`src/rtl/ps2_pkg.sv`:
```
// Shared types and constants for the PS/2 keyboard receiver.
// Holds the bit-level FSM encoding, scan-code prefixes and default key map.
package ps2_pkg;

  typedef enum logic [1:0] {
    ST_IDLE   = 2'd0,
    ST_DATA   = 2'd1,
    ST_PARITY = 2'd2,
    ST_STOP   = 2'd3
  } ps2_state_e;

  localparam logic [7:0] PS2_EXT = 8'hE0;
  localparam logic [7:0] PS2_BRK = 8'hF0;

  localparam logic [7:0] KEY_LEFT  = 8'h6B;
  localparam logic [7:0] KEY_RIGHT = 8'h74;
  localparam logic [7:0] KEY_ESC   = 8'h76;
  localparam logic [7:0] KEY_SPACE = 8'h29;

  // PS/2 frames carry odd parity over the data byte plus the parity bit
  function automatic logic odd_parity_ok(input logic [7:0] data, input logic par);
    return ^{data, par};
  endfunction

endpackage

```
`src/rtl/ps2_line_filter.sv`:
```
// Two-flop synchronizer plus run-length glitch filter for the PS/2 clock pin.
// The clean level only moves after FILTER_LEN consecutive disagreeing samples.
module ps2_line_filter #(
  parameter int FILTER_LEN = 8
) (
  input  logic clk,
  input  logic reset,
  input  logic line,
  output logic level,
  output logic fall
);

  localparam int CW = $clog2(FILTER_LEN + 1);

  logic          sync1_r;
  logic          sync2_r;
  logic          level_r;
  logic          fall_r;
  logic [CW-1:0] run_cnt_r;

  // Synchronize the pin, count disagreeing samples and flip the level on a full run
  always_ff @(posedge clk) begin
    if (reset) begin
      sync1_r   <= 1'b1;
      sync2_r   <= 1'b1;
      level_r   <= 1'b1;
      fall_r    <= 1'b0;
      run_cnt_r <= {CW{1'b0}};
    end else begin
      sync1_r <= line;
      sync2_r <= sync1_r;
      fall_r  <= 1'b0;
      if (sync2_r == level_r) begin
        run_cnt_r <= {CW{1'b0}};
      end else if (run_cnt_r == CW'(FILTER_LEN - 1)) begin
        level_r   <= sync2_r;
        fall_r    <= level_r;
        run_cnt_r <= {CW{1'b0}};
      end else begin
        run_cnt_r <= run_cnt_r + CW'(1);
      end
    end
  end

  assign level = level_r;
  assign fall  = fall_r;

endmodule

```
`src/rtl/ps2_keyboard_rx.sv`:
```
// PS/2 keyboard receiver: frames scan-code set 2 bytes, tracks E0/F0 prefixes
// and turns four mapped keys into held button levels for the game logic.
module ps2_keyboard_rx
  import ps2_pkg::*;
#(
  parameter int         FILTER_LEN     = 8,
  parameter int         TIMEOUT_CYCLES = 50000,
  parameter logic [7:0] KEY_A_CODE     = KEY_LEFT,
  parameter logic       KEY_A_EXT      = 1'b1,
  parameter logic [7:0] KEY_B_CODE     = KEY_RIGHT,
  parameter logic       KEY_B_EXT      = 1'b1,
  parameter logic [7:0] KEY_C_CODE     = KEY_ESC,
  parameter logic       KEY_C_EXT      = 1'b0,
  parameter logic [7:0] KEY_D_CODE     = KEY_SPACE,
  parameter logic       KEY_D_EXT      = 1'b0
) (
  input  logic       clk,
  input  logic       reset,
  input  logic       ps2_clk,
  input  logic       ps2_data,
  output logic [7:0] key_code,
  output logic       key_ext,
  output logic       key_break,
  output logic       key_valid,
  output logic       frame_err,
  output logic       btn_A,
  output logic       btn_B,
  output logic       btn_C,
  output logic       btn_D
);

  localparam int TW = $clog2(TIMEOUT_CYCLES);

  logic          clk_level_s;
  logic          fall_s;
  logic          data_s1_r;
  logic          data_s2_r;
  ps2_state_e    state_r;
  logic [7:0]    shift_r;
  logic [2:0]    bit_cnt_r;
  logic          par_r;
  logic [TW-1:0] to_cnt_r;
  logic          ext_pend_r;
  logic          brk_pend_r;
  logic [7:0]    key_code_r;
  logic          key_ext_r;
  logic          key_break_r;
  logic          key_valid_r;
  logic          frame_err_r;
  logic          btn_a_r;
  logic          btn_b_r;
  logic          btn_c_r;
  logic          btn_d_r;

  ps2_line_filter #(.FILTER_LEN(FILTER_LEN)) u_clk_filter (
    .clk   (clk),
    .reset (reset),
    .line  (ps2_clk),
    .level (clk_level_s),
    .fall  (fall_s)
  );

  // Data pin only needs synchronizing; the keyboard holds it stable around the clock fall
  always_ff @(posedge clk) begin
    if (reset) begin
      data_s1_r <= 1'b1;
      data_s2_r <= 1'b1;
    end else begin
      data_s1_r <= ps2_data;
      data_s2_r <= data_s1_r;
    end
  end

  // Bit framing, timeout, prefix tracking and key/button decode
  always_ff @(posedge clk) begin
    if (reset) begin
      state_r     <= ST_IDLE;
      shift_r     <= 8'h00;
      bit_cnt_r   <= 3'd0;
      par_r       <= 1'b0;
      to_cnt_r    <= {TW{1'b0}};
      ext_pend_r  <= 1'b0;
      brk_pend_r  <= 1'b0;
      key_code_r  <= 8'h00;
      key_ext_r   <= 1'b0;
      key_break_r <= 1'b0;
      key_valid_r <= 1'b0;
      frame_err_r <= 1'b0;
      btn_a_r     <= 1'b0;
      btn_b_r     <= 1'b0;
      btn_c_r     <= 1'b0;
      btn_d_r     <= 1'b0;
    end else begin
      key_valid_r <= 1'b0;
      frame_err_r <= 1'b0;

      if (state_r == ST_IDLE || fall_s) begin
        to_cnt_r <= {TW{1'b0}};
      end else begin
        to_cnt_r <= to_cnt_r + TW'(1);
      end

      // A fall in the same cycle as expiry takes priority over the timeout
      if (fall_s) begin
        case (state_r)
          ST_IDLE: begin
            if (!data_s2_r) begin
              state_r   <= ST_DATA;
              bit_cnt_r <= 3'd0;
            end else begin
              frame_err_r <= 1'b1;
              ext_pend_r  <= 1'b0;
              brk_pend_r  <= 1'b0;
            end
          end
          ST_DATA: begin
            shift_r   <= {data_s2_r, shift_r[7:1]};
            bit_cnt_r <= bit_cnt_r + 3'd1;
            if (bit_cnt_r == 3'd7) begin
              state_r <= ST_PARITY;
            end
          end
          ST_PARITY: begin
            par_r   <= data_s2_r;
            state_r <= ST_STOP;
          end
          ST_STOP: begin
            state_r <= ST_IDLE;
            if (data_s2_r && odd_parity_ok(shift_r, par_r)) begin
              if (shift_r == PS2_EXT) begin
                ext_pend_r <= 1'b1;
              end else if (shift_r == PS2_BRK) begin
                brk_pend_r <= 1'b1;
              end else begin
                key_code_r  <= shift_r;
                key_ext_r   <= ext_pend_r;
                key_break_r <= brk_pend_r;
                key_valid_r <= 1'b1;
                ext_pend_r  <= 1'b0;
                brk_pend_r  <= 1'b0;
                if ({ext_pend_r, shift_r} == {KEY_A_EXT, KEY_A_CODE}) btn_a_r <= ~brk_pend_r;
                if ({ext_pend_r, shift_r} == {KEY_B_EXT, KEY_B_CODE}) btn_b_r <= ~brk_pend_r;
                if ({ext_pend_r, shift_r} == {KEY_C_EXT, KEY_C_CODE}) btn_c_r <= ~brk_pend_r;
                if ({ext_pend_r, shift_r} == {KEY_D_EXT, KEY_D_CODE}) btn_d_r <= ~brk_pend_r;
              end
            end else begin
              frame_err_r <= 1'b1;
              ext_pend_r  <= 1'b0;
              brk_pend_r  <= 1'b0;
            end
          end
          default: state_r <= ST_IDLE;
        endcase
      end else if (state_r != ST_IDLE && to_cnt_r == TW'(TIMEOUT_CYCLES - 1)) begin
        state_r     <= ST_IDLE;
        frame_err_r <= 1'b1;
        ext_pend_r  <= 1'b0;
        brk_pend_r  <= 1'b0;
      end
    end
  end

  assign key_code  = key_code_r;
  assign key_ext   = key_ext_r;
  assign key_break = key_break_r;
  assign key_valid = key_valid_r;
  assign frame_err = frame_err_r;
  assign btn_A     = btn_a_r;
  assign btn_B     = btn_b_r;
  assign btn_C     = btn_c_r;
  assign btn_D     = btn_d_r;

  logic unused_s;
  assign unused_s = clk_level_s;

endmodule

```
`config.mk`:
```
export PLATFORM = sky130hd
export DESIGN_NAME = ps2_keyboard_rx
export DESIGN_NICKNAME = d
export VERILOG_FILES = /design/src/rtl/ps2_pkg.sv /design/src/rtl/ps2_line_filter.sv /design/src/rtl/ps2_keyboard_rx.sv
export SDC_FILE = /design/constraint.sdc
export NUM_CORES = 1
export LEC_CHECK = 0
export ABC_AREA = 1
export CORE_ASPECT_RATIO = 0.5
export CORE_UTILIZATION = 43
export DETAILED_ROUTE_END_ITERATION = 10
export GPL_ROUTABILITY_DRIVEN = 0
export PLACE_DENSITY = 0.59
export SYNTH_ARGS = -nofsm -noshare
export SYNTH_HDL_FRONTEND = slang
export SYNTH_SLANG_ARGS = --single-unit
```
`constraint.sdc`:
```
create_clock -name clk -period 4.45 [get_ports clk]
set_clock_uncertainty 0.15 [all_clocks]
set_input_delay 0.445 -clock clk [delete_from_list [all_inputs] [get_ports clk]]
set_output_delay 0.445 -clock clk [all_outputs]
set_load 0.03 [all_outputs]
```
==> metrics.cfg <==
[outcome]
status = completed

[worst_hold_path]
hold_class = reg2reg

[floorplan]
core_um2 = 5750
rows = 19
dieArea_um2 = 6610
die_h_um = 58.0
initial_core_util_pct = 46.9
io-pin-count = 20
die_w_um = 114

[place]
io_buffers = 19
placed_cell_area_um2 = 2930
hpwlAfterDp_um = 3860

[clocking]
post_cts_resized = 0
cts_max_path_buffers = 2
path_clk_slew_ps = 50
clockRootBuffer = clkbuf_16
cts_sinks = 58
cts_buffers = 9
h-tree-depth = 3
worstSkewPairLatency_ps = 320
cts_tree = yes
cts_setup_buffers = 0
cts_hold_buf = 0

[timing]
period_needed_ps = 2350
setup_viol = 0
worstMarginPinSlew_ps = 793
max_clock_freq_mhz = 425
slew_violations = 0
whs_ps = 265
final.setup.tns_ps = 0
slew_headroom_pct = 47.0
rsz0062_at_grt = false
finalCritPeriodShare_pct = 52.9
hold_viol = 0

[setup_path]
critPathKind = in2reg
critPathMaxStageDelay_ps = 810
cp.required_ps = 4540
crit_path_end_kind = register
crit_chain = clkdlybuf4s50_1 -> inv_1 -> o21ai_0 -> a21oi_1 -> nand2_1 -> nor3b_1
crit_path_start_kind = primary input
r2r_slack_ps = 2240
cp_data_arrival_time_ps = 2450
cp_slowest_cell = clkdlybuf4s50_1
path_max_fanout = 22

[drt]
drt_iter0_markers = 109
wl_per_cell_um = 11.3
wl_met2_um = 2380
via_count = 2327
routed.top_layer = met4
wl_met3_um = 206
routed_wl_um = 5330
vias_per_cell = 4.94
ant_nets = 0
drc = 0
firstDrtPassIters = 4
wl_met1_um = 2660

[global_route]
overflow = 0
groute.usage.overall_pct = 18.7
grt_max_degree = 23
antenna_found_initial = 0
grt_pass1_vias = 2160
grt_pass1_wl_um = 9480

[yosys]
yosysTopAreaCellShare_pct = 43.1
yosys.area_share.simple_pct = 30.3
syn_inst = 365
synth_top_family_by_area = simple AND/OR/NAND/NOR gates
ys_seq_elements = 58
synth.avg_cell_area_um2 = 7.39
syn_area_um2 = 2700
synth.area.mux_share_pct = 0
synthArstFlopShare_pct = 0
synth-compound-area-share_pct = 13.0
synth_xor_area_share_pct = 1.62
synth-main-ff-cell = dfxtp_1
synth.distinct_cells = 32
synth_edf_count = 0
synth_nets = 377
synth_fa_ha_area_share_pct = 3.71
ys_top_cells_by_area = dfxtp_1, nand2_1, a21oi_1, inv_1, nand3_1
yosys.area.top_type = dfxtp_1
yosysWarnings = 0
seq_area_frac_synth_pct = 43.1

[power_and_ir_drop]
ir_drop_uv = 243
p_leak_nw = 1.19
power.density_nw_per_um2 = 355
p_total_mw = 1.13

[finish]
drive_above_1_share_pct = 8.01
stdcell_area_um2 = 3180
fin_util_pct = 55.4
antennaDiodeCount = 0
nets = 396
syn_to_final_growth_pct = 18.1

[job]
drv_cap = 0

## per-layer routing
layer,track usage (%),vias up
met5,0,-
met4,7.79,0
met3,6.90,9
met2,30.8,33
met1,22.4,1042
li1,-,1243
## final timing paths
kind,startpoint,to,cells after the start
max,reset,u_clk_filter.run_cnt_r[2],6
min,u_clk_filter.sync1_r,u_clk_filter.sync2_r,1
max reg2reg,state_r[0],brk_pend_r,9
min reg2reg,u_clk_filter.sync1_r,u_clk_filter.sync2_r,1
## stage by stage
step,setup slack (ps),instances
global route,1860,471
global placement,1830,457
CTS,2060,471
floorplan,2600,365
finish,2100,471
detailed placement,1720,457
## cells by family after synthesis
| logic type | after synthesis |
|---|---|
| flip-flops | 58 |
| AO/OA/AOI/OAI | 67 |
| XOR/XNOR | 5 |
| buffers and inverters | 52 |
| adder cells (fa/ha/maj) | 8 |
| AND/OR/NAND/NOR | 175 |
## cells in the final DEF, fill, tap and decap left out
| master | count |
|---|---|
| nand2_2 | 4 |
| o211a_1 | 1 |
| clkbuf_8 | 1 |
| a21oi_1 | 40 |
| or2_2 | 7 |
| nor4_1 | 6 |
| o21ai_0 | 22 |
| dfxtp_1 | 58 |
| nand2_4 | 2 |
| nor2_1 | 31 |
| inv_2 | 1 |
| or2_0 | 2 |
| nand2_1 | 74 |
| buf_4 | 1 |
| ha_1 | 8 |
| inv_4 | 1 |
| nor3b_1 | 4 |
| nand3_2 | 2 |
| nor3_1 | 5 |
| clkbuf_1 | 4 |
| or2_1 | 1 |
| nand3_1 | 24 |
| clkdlybuf4s50_1 | 19 |
| nand4_1 | 12 |
| a21oi_2 | 2 |
| nor2_2 | 1 |
| clkinv_1 | 1 |
| clkbuf_16 | 9 |
| xor2_1 | 3 |
| o21a_1 | 1 |
| xnor2_1 | 2 |
| inv_1 | 37 |
| o22ai_1 | 1 |
## report_power, final
group	total (mW)	internal (mW)	switching (mW)
clock	0.592	0.384	0.208
combinational	0.0133	0.00521	0.00805
sequential	0.525	0.523	0.00192
total	1.13	0.912	0.218
## registers in the layout, indices dropped and copies added (netlist names), 2 cells and up
signal                  flops
bit_cnt_r                   3
key_code                    8
shift_r                     8
state_r                     2
to_cnt_r                   16
u_clk_filter.run_cnt_r      4
## cell type report
cell class | instances | area (um2)
fill | 579 | 2570
sequential | 58 | 1160
timing repair buffer | 20 | 198
multi-input combinational | 255 | 1310
inverter | 40 | 153
tap | 84 | 105
clock buffer | 14 | 254
## Yosys cell counts (2+ instances only)
cell type	n
nand2_1	74
dfxtp_1	58
a21oi_1	40
inv_1	37
nor2_1	31
nand3_1	24
o21ai_0	22
nand4_1	12
ha_1	8
or2_2	7
clkbuf_1	6
nor4_1	6
nor3_1	5
buf_2	4
nand2_2	4
nor3b_1	4
xor2_1	3
a21oi_2	2
nand2_4	2
nand3_2	2
or2_0	2
xnor2_1	2
## worst max-delay path, delay by kind of cell
kind                   cells  cell delay (ps)
AO/OA/AOI/OAI              2              310
buffers and inverters      2             1400
AND/OR/NAND/NOR            2              300
Power figures use the tool's default switching activity.
